===== config.mk =====
export PLATFORM = sky130hd
export DESIGN_NAME = muldiv_sequencer
export DESIGN_NICKNAME = d
export VERILOG_FILES = /design/src/rtl/muldiv_pkg.sv /design/src/rtl/muldiv_step.sv /design/src/rtl/muldiv_sequencer.sv
export SDC_FILE = /design/constraint.sdc
export NUM_CORES = 1
export LEC_CHECK = 0
export ABC_AREA = 0
export ABC_CLOCK_PERIOD_IN_PS = 3200
export CAP_MARGIN = 0
export CORE_ASPECT_RATIO = 0.5
export CORE_UTILIZATION = 30
export CTS_CLUSTER_SIZE = 28
export DETAILED_ROUTE_END_ITERATION = 7
export SKIP_LAST_GASP = 1
export SYNTH_ARGS = -nofsm -noshare
export SYNTH_HDL_FRONTEND = slang
export SYNTH_SLANG_ARGS = --single-unit

===== constraint.sdc =====
create_clock -name clk -period 3.2 [get_ports clk]
set_input_delay 0.8 -clock clk [delete_from_list [all_inputs] [get_ports clk]]
set_output_delay 0.8 -clock clk [all_outputs]
set_load 0.05 [all_outputs]

===== src/rtl/muldiv_pkg.sv =====
// Shared constants and types for the multi-cycle mult/div sequencer.
package muldiv_pkg;

    localparam logic [3:0] ALU_MULT = 4'b1111;
    localparam logic [3:0] ALU_DIV  = 4'b0011;

    typedef enum logic [2:0] {
        IDLE = 3'd0,
        MUL  = 3'd1,
        DIV  = 3'd2,
        FIX  = 3'd3,
        DONE = 3'd4
    } state_e;

    typedef enum logic {
        STEP_MUL = 1'b0,
        STEP_DIV = 1'b1
    } step_op_e;

    function automatic logic is_valid_op(input logic [3:0] ctrl);
        return (ctrl == ALU_MULT) || (ctrl == ALU_DIV);
    endfunction

endpackage


===== src/rtl/muldiv_step.sv =====
// One iteration of shift-add multiply (LSB-first) or restoring divide (MSB-first).
module muldiv_step
    import muldiv_pkg::*;
#(
    parameter int unsigned WIDTH = 32
) (
    input  step_op_e             op,
    input  logic [2*WIDTH-1:0]   acc,
    input  logic [WIDTH-1:0]     operand,
    output logic [2*WIDTH-1:0]   acc_next,
    output logic                 q_bit
);

    logic [WIDTH:0] mul_sum;
    logic [WIDTH:0] rem_sh;
    logic [WIDTH:0] diff;

    // Divide leaves bit 0 clear; the caller merges q_bit into it.
    always_comb begin
        acc_next = '0;
        q_bit    = 1'b0;
        mul_sum  = {1'b0, acc[2*WIDTH-1:WIDTH]} + (acc[0] ? {1'b0, operand} : {(WIDTH+1){1'b0}});
        rem_sh   = {acc[2*WIDTH-1:WIDTH], acc[WIDTH-1]};
        diff     = rem_sh - {1'b0, operand};
        if (op == STEP_MUL) begin
            acc_next = {mul_sum, acc[WIDTH-1:1]};
        end else begin
            q_bit    = ~diff[WIDTH];
            acc_next = {(q_bit ? diff[WIDTH-1:0] : rem_sh[WIDTH-1:0]), acc[WIDTH-2:0], 1'b0};
        end
    end

endmodule


===== src/rtl/muldiv_sequencer.sv =====
// Iterative mult/div sequencer producing HI/LO and a pipeline stall.
// Define MULDIV_SIGNED_EN for two's-complement operands (adds a FIX state).
module muldiv_sequencer
    import muldiv_pkg::*;
#(
    parameter int unsigned WIDTH = 32,
    parameter int unsigned CNT_W = $clog2(WIDTH) + 1
) (
    input  logic             clk,
    input  logic             rst_n,
    input  logic             start,
    input  logic [3:0]       alu_ctrl,
    input  logic [WIDTH-1:0] op_a,
    input  logic [WIDTH-1:0] op_b,
    output logic             busy,
    output logic             stall,
    output logic             done,
    output logic [WIDTH-1:0] hi,
    output logic [WIDTH-1:0] lo,
    output logic             div_zero
);

    localparam int unsigned AW = 2 * WIDTH;

    state_e           state_q, state_d;
    step_op_e         op_q;
    logic [CNT_W-1:0] cnt_q;
    logic [AW-1:0]    acc_q, step_acc, acc_d;
    logic [WIDTH-1:0] opd_q, mag_a, mag_b;
    logic             step_q_bit;
    logic             is_mult, is_div, accept, div0, last_iter;

    assign is_mult   = (alu_ctrl == ALU_MULT);
    assign is_div    = (alu_ctrl == ALU_DIV);
    assign accept    = (state_q == IDLE) && start && is_valid_op(alu_ctrl);
    assign div0      = is_div && (op_b == '0);
    assign last_iter = (cnt_q == CNT_W'(WIDTH - 1));
    assign stall     = busy | accept;

`ifdef MULDIV_SIGNED_EN
    logic          neg_q, neg_r;
    logic [AW-1:0] fix_acc;

    assign mag_a = op_a[WIDTH-1] ? -op_a : op_a;
    assign mag_b = op_b[WIDTH-1] ? -op_b : op_b;

    // Restore signs: product/quotient follow sa^sb, remainder follows the dividend.
    always_comb begin
        fix_acc = acc_q;
        if (op_q == STEP_DIV) begin
            if (neg_q) fix_acc[WIDTH-1:0]  = -acc_q[WIDTH-1:0];
            if (neg_r) fix_acc[AW-1:WIDTH] = -acc_q[AW-1:WIDTH];
        end else if (neg_q) begin
            fix_acc = -acc_q;
        end
    end
`else
    assign mag_a = op_a;
    assign mag_b = op_b;
`endif

    muldiv_step #(.WIDTH(WIDTH)) u_step (
        .op       (op_q),
        .acc      (acc_q),
        .operand  (opd_q),
        .acc_next (step_acc),
        .q_bit    (step_q_bit)
    );

    assign acc_d = step_acc | {{(AW-1){1'b0}}, step_q_bit};

    // State register
    always_ff @(posedge clk or negedge rst_n) begin
        if (!rst_n) state_q <= IDLE;
        else        state_q <= state_d;
    end

    // Next-state logic
    always_comb begin
        state_d = state_q;
        case (state_q)
            IDLE: begin
                if (accept) begin
                    if (div0)         state_d = DONE;
                    else if (is_mult) state_d = MUL;
                    else              state_d = DIV;
                end
            end
            MUL, DIV: begin
`ifdef MULDIV_SIGNED_EN
                if (last_iter) state_d = FIX;
`else
                if (last_iter) state_d = DONE;
`endif
            end
            FIX:     state_d = DONE;
            DONE:    state_d = IDLE;
            default: state_d = IDLE;
        endcase
    end

    // Datapath and registered outputs
    always_ff @(posedge clk or negedge rst_n) begin
        if (!rst_n) begin
            op_q     <= STEP_MUL;
            cnt_q    <= '0;
            acc_q    <= '0;
            opd_q    <= '0;
            busy     <= 1'b0;
            done     <= 1'b0;
            hi       <= '0;
            lo       <= '0;
            div_zero <= 1'b0;
`ifdef MULDIV_SIGNED_EN
            neg_q    <= 1'b0;
            neg_r    <= 1'b0;
`endif
        end else begin
            busy <= (state_d != IDLE);
            done <= (state_d == DONE);
            case (state_q)
                IDLE: begin
                    if (accept) begin
                        cnt_q    <= '0;
                        div_zero <= div0;
                        op_q     <= is_div ? STEP_DIV : STEP_MUL;
`ifdef MULDIV_SIGNED_EN
                        neg_q    <= op_a[WIDTH-1] ^ op_b[WIDTH-1];
                        neg_r    <= op_a[WIDTH-1];
`endif
                        if (div0) begin
                            hi <= op_a;
                            lo <= '1;
                        end else if (is_mult) begin
                            acc_q <= {{WIDTH{1'b0}}, mag_b};
                            opd_q <= mag_a;
                        end else begin
                            acc_q <= {{WIDTH{1'b0}}, mag_a};
                            opd_q <= mag_b;
                        end
                    end
                end
                MUL, DIV: begin
                    acc_q <= acc_d;
                    cnt_q <= cnt_q + CNT_W'(1);
`ifndef MULDIV_SIGNED_EN
                    if (last_iter) begin
                        hi <= acc_d[AW-1:WIDTH];
                        lo <= acc_d[WIDTH-1:0];
                    end
`endif
                end
`ifdef MULDIV_SIGNED_EN
                FIX: begin
                    hi <= fix_acc[AW-1:WIDTH];
                    lo <= fix_acc[WIDTH-1:0];
                end
`endif
                default: ;
            endcase
        end
    end

endmodule

### Yosys cells after proc, flatten, opt, wreduce, memory -nomap -nowiden

Cells that the tools add are included.

| cells by class | value |
|---|---|
| multiplexer cells | 25 |
| reductions and logical operators | 14 |
| equality and inequality tests | 11 |
| add/sub/neg operators | 3 |
| bitwise gates (word level) | 4 |

Operators by type and width:

| operator | number |
|---|---|
| 32-bit 2-to-1 mux | 10 |
| 64-bit 2-to-1 mux | 3 |
| 32-bit case mux with 2 select lines | 2 |
| 64-bit case mux with 2 select lines | 1 |
| 64-bit by 1-bit OR with 64-bit output | 1 |
| 32-bit by 33-bit adder with 33-bit output | 1 |
| 33-bit by 32-bit subtractor with 33-bit output | 1 |
| 32-bit zero test | 1 |
| 6-bit case mux with 2 select lines | 1 |
| 3-bit 2-to-1 mux | 3 |
| 3-bit case mux with 3 select lines | 1 |
| 2-bit != test (second input constant) | 4 |
| 6-bit by 1-bit adder with 6-bit output (second input constant) | 1 |
| 3-bit by 2-bit == test with 1-bit output (second input constant) | 2 |
| 6-bit by 5-bit == test with 1-bit output (second input constant) | 1 |
| 6-bit 2-to-1 mux | 1 |
| 3-bit AND reduction | 2 |
| 4-bit by 2-bit == test with 1-bit output (second input constant) | 1 |
| 4-bit == test (second input constant) | 1 |
| 2-bit AND reduction | 2 |
| 4-bit AND reduction | 1 |
| 3-bit by 1-bit == test with 1-bit output (second input constant) | 1 |
| 3-bit == test (second input constant) | 1 |
| 1-bit logical AND | 3 |
| other kinds (9) | 11 |

| storage, ports and cells | value |
|---|---|
| register bits | 173 |
| word-level logic and storage cells | 67 |
| output and inout bits | 68 |

### Logic depth before layout (Yosys ltp)

| logic depth | value |
|---|---|
| depth after elaboration | 6 |
| mapped depth | 15 |
| gate-level depth less buffers | 14 |

### Hierarchy

A second synthesis with hierarchy kept.

| second synthesis, totals | value |
|---|---|
| cell total of the unflattened synthesis | 1411 |
| area, all modules | 12448.2 um2 |

By module, submodules not included:

| module | instances | seq. area each (um2) | cells an instance | area each (um2) |
|---|---|---|---|---|
| muldiv_sequencer | 1 | 4329.2 | 794 | 8057.7 |
| muldiv_step | 1 | 0.0 | 617 | 4390.5 |

### Least setup slack after synthesis

Ideal clock, no wire load.

| timing path | value |
|---|---|
| path type | reg2reg |
| start point | register acc_q[0] |
| end point | register hi[13] |
| buffers on the path | 1 |
| period minus slack after synthesis | 3367 ps |
| library setup time | 126 ps |
| arrival | 3241 ps |
| slack | -167 ps |
| stages on the path, launching flop included | 15 |
| path through | dfrtp_1 > clkbuf_1 > and2_1 > ha_1 > fa_1 > a21o_1 > a221oi_1 > o211ai_1 > a31o_2 > a21oi_1 > o21ai_0 > xor2_1 > nor2_1 > a21oi_1 > a221o_1 |

| on the way | value |
|---|---|
| longest elaborated chain between the ends | 6 |

Ends and longest elaborated chain:

| what | RTL line | source |
|---|---|---|
| from (decl) | muldiv_sequencer.sv:28 | `logic [AW-1:0] acc_q, step_acc, acc_d;` |
| from (signal assigned) | muldiv_sequencer.sv:135 | `acc_q <= {{WIDTH{1'b0}}, mag_b};` |
| from (signal assigned) | muldiv_sequencer.sv:138 | `acc_q <= {{WIDTH{1'b0}}, mag_a};` |
| 32-bit 2-to-1 mux | muldiv_step.sv:22 | `mul_sum = {1'b0, acc[2*WIDTH-1:WIDTH]} + (acc[0] ? {1'b0, operand} : {(WIDTH+1){1'b0}});` |
| 32-bit by 33-bit adder with 33-bit output | muldiv_step.sv:22 |  |
| 64-bit 2-to-1 mux | muldiv_step.sv:25 | `if (op == STEP_MUL) begin` |
| 64-bit by 1-bit OR with 64-bit output | muldiv_sequencer.sv:70 | `assign acc_d = step_acc \| {{(AW-1){1'b0}}, step_q_bit};` |
| 32-bit 2-to-1 mux | muldiv_sequencer.sv:147 | `if (last_iter) begin` |
| 32-bit case mux with 2 select lines | muldiv_sequencer.sv:121 | `case (state_q)` |
| to (signal assigned) | muldiv_sequencer.sv:132 | `hi <= op_a;` |
| to (signal assigned) | muldiv_sequencer.sv:148 | `hi <= acc_d[AW-1:WIDTH];` |
| to (decl) | muldiv_sequencer.sv:18 | `output logic [WIDTH-1:0] hi,` |

Every way passes these cells. The select of a mux whose other input is x is not followed.
A chain may end at the register's enable or synchronous reset.

### Final worst setup path

Same ends and word-level chain as after synthesis.

==> impl_results.md <==
* Crit-path max FO at 7
* Die W at 287 µm
* Placer Congestion at 0.933
* Wire length per cell at 19.6 µm
* Final Setup Violations at 62
* # rows at 51
* Worst setup SP type: flip-flop
* Slew HR at 0.383
* Final hold viol count at 0
* Synth Cell Area at 0.0122 mm²
* Initial core utilization at 0.309
* Die H at 144 µm
* Met2 routed WL at 20,500 µm
* R2r setup slk at -0.26 ns
* Die ar. at 0.0414 mm²
* Post-synth ARST share at 1.00
* Mean area per synthesized cell at 8.06 µm²
* Pwr dens at 964 mW/mm²
* Violated checks: setup timing
* WL met3 at 3710 µm
* Post-Route WL at 47,000 µm
* Synth warn at 0
* Clk slew on worst S/H paths at 0.08 ns
* DRT met1 WL at 22,000 µm
* Clock Skews at 0.0116 ns
* Min Tclk post-route at 3.46 ns
* Reg-to-Reg Start: acc_q[0]
* Ys flop type: dfrtp_1
* DR DRC count at 0
* Critical path type: reg2reg
* Hold WS at 0.295 ns
* Starting DRT DRC Count at 1,319
* Leak at 7.68 nW
* IO Port Bufs at 138
* Status: complete, but fails checks
* Num CTS Buffers at 17
* CTS tree: yes
* Seq/Total Area, Yosys at 0.356
* Finished Layout Cells at 2,395
* Post-Syn Instances at 1,507
* Yosys top cell by area: dfrtp_1
* Sink Count at 173
* FF-to-FF path depth at 16
* Synth unique cells at 79
* Slew Limit Fails at 0
* Pre-antenna DRT Iters at 5
* Share of cells above drive strength 1 at 0.237
* Largest net degree at the start of global routing at 66
* CP Capture Type: flip-flop
* Depth of the CTS H-tree at 4
* Ports at 139
* Total Power at 16.8 mW
* Synth top cells by count: nand2_1, dfrtp_1, a21oi_1, nor2_1, o21ai_0
* Global Route Usage Sum at 0.225
* Root Driver: clkbuf_16
* DR vias at 12.8k
* Largest cells by area after synthesis: dfrtp_1, nand2_1, ha_1
* Most frequent cell after synthesis: nand2_1
* Max-cap viol count at 0
* Fin util at 0.444
* Core area at 0.0394 mm²
* Fmax at 289 MHz
* Worst slew pin tran at 0.925 ns
* Post-synth EDFFs at 0
* Initial antenna violation count at 1
* Yosys top cell area share at 0.356
* Layout area overhead at 43.9%
* Gr ovfl total at 0
* Drt via density at 5.34
* Worst-skew pair later-pin latency at 0.45 ns
* Period utilisation layout at 1.08
* Flip-flop and latch count after synthesis at 173
* TNS Setup at -8.06 ns
* Dpl cells at 2,307
* HPWL Detailed at 34,800 µm
* Highest routed layer: met4
* Peak VDD IR at 0.000448 V
* CTS Buffer Depth at 2
* Remaining antenna violation count after routing at 0
* Reg-to-Reg End: hi[13]
* First-pass GRT wire length at 71,000 µm
* Vias in the first global route at 12.0k
* Final WS setup at -0.262 ns
* Mapped Nets at 1,645
* CP required at 3.53 ns
* Class of the worst hold path: in2async
* RSZ-0062 raised after global routing: true
* Layout Nets at 1,989
* Critical Path AT at 3.79 ns
state kept, by name, summed over array words and instances (netlist names):
name,cells
acc_q,64
hi,32
lo,32
opd_q,32
cnt_q,6
state_q,3
busy,1
div_zero,1
done,1
op_q,1
worst max-delay path: stages, from the launching register on:
cell and delay [ns]:
dfrtp_2 0.47, and2_4 0.17, ha_4 0.15, buf_6 0.11, fa_2 0.34, a21o_1 0.21, a221oi_2 0.22, buf_4 0.16
o211ai_1 0.16, a31o_2 0.32, a21oi_4 0.20, buf_4 0.14, o21ai_2 0.05, xor2_1 0.15, nor2_1 0.12, a21oi_2 0.06
a221o_1 0.32
cell type report:
| cell class | instances | area (µm²) |
|---|---|---|
| tap | 530 | 663 |
| timing repair buffer | 415 | 3810 |
| sequential | 173 | 4340 |
| antenna | 1 | 2.50 |
| inverter | 47 | 179 |
| fill | 3815 | 21900 |
| clock buffer | 18 | 429 |
| clock inverter | 14 | 176 |
| multi-input combinational | 1197 | 7890 |
cells by family after synthesis:
family                   count (synthesis)  synth area share
buffers and inverters                  139            0.0527
flip-flops                             173             0.356
multiplexers                            17            0.0141
AND/OR/NAND/NOR                        583             0.220
AO/OA/AOI/OAI                          481             0.253
adder cells (fa/ha/maj)                 67            0.0702
XOR/XNOR                                47            0.0339
repair_timing:
action	4_1_cts	5_1_grt
setup buffers	37	23
gates cloned	3	0
hold buffers	0	0
pin swaps	59	61
endpoints found under the setup margin	67	67
hold endpoints to repair	0	0
resized for setup	102	76
placed cells by master, fill, tap and decap left out, types with 23 or more instances in the layout:
cell type	synthesis	layout
nand2_1	244	240
a31oi_1	45	43
xnor2_1	24	23
a211oi_1	49	39
dfrtp_1	173	167
clkdlybuf4s50_1	0	136
nor2b_1	33	31
and2_1	37	32
buf_4	1	235
nor2_1	127	119
nand3_1	58	57
o21ai_0	71	56
o21ai_1	18	23
ha_1	65	52
a21o_1	37	37
a21oi_1	144	122
inv_1	47	44
metrics by stage:
| step | setup slack [ns] | area, µm² |
|---|---|---|
| floorplan | 0.00535 | 12200 |
| global placement | -0.463 | 15700 |
| detailed placement | -0.510 | 15700 |
| CTS | -0.237 | 17000 |
| global route | -0.407 | 17500 |
| finish | -0.262 | 17500 |
worst max-delay path by stage:
stage / startpoint / to / cells past startpoint
2_1_floorplan: acc_q[0] / hi[13] / 14
4_1_cts: acc_q[0] / acc_q[47] / 15
3_5_place_dp: acc_q[31] / hi[13] / 14
3_3_place_gp: opd_q[0] / hi[22] / 15
6_report: acc_q[0] / hi[13] / 16
5_1_grt: acc_q[0] / acc_q[47] / 15
where the power goes:
group | switching [mW] | total (mW) | internal [mW]
sequential | 0.571 | 3.26 | 2.69
clock | 1.04 | 2.17 | 1.12
combinational | 5.80 | 11.4 | 5.62
layer usage:
metal  up-vias  track usage
met3        40       0.0467
met2       460        0.336
met1      6183        0.327
met4         0       0.0552
li1       6111            -
met5         -            0
(Power assumes the default switching activity.)
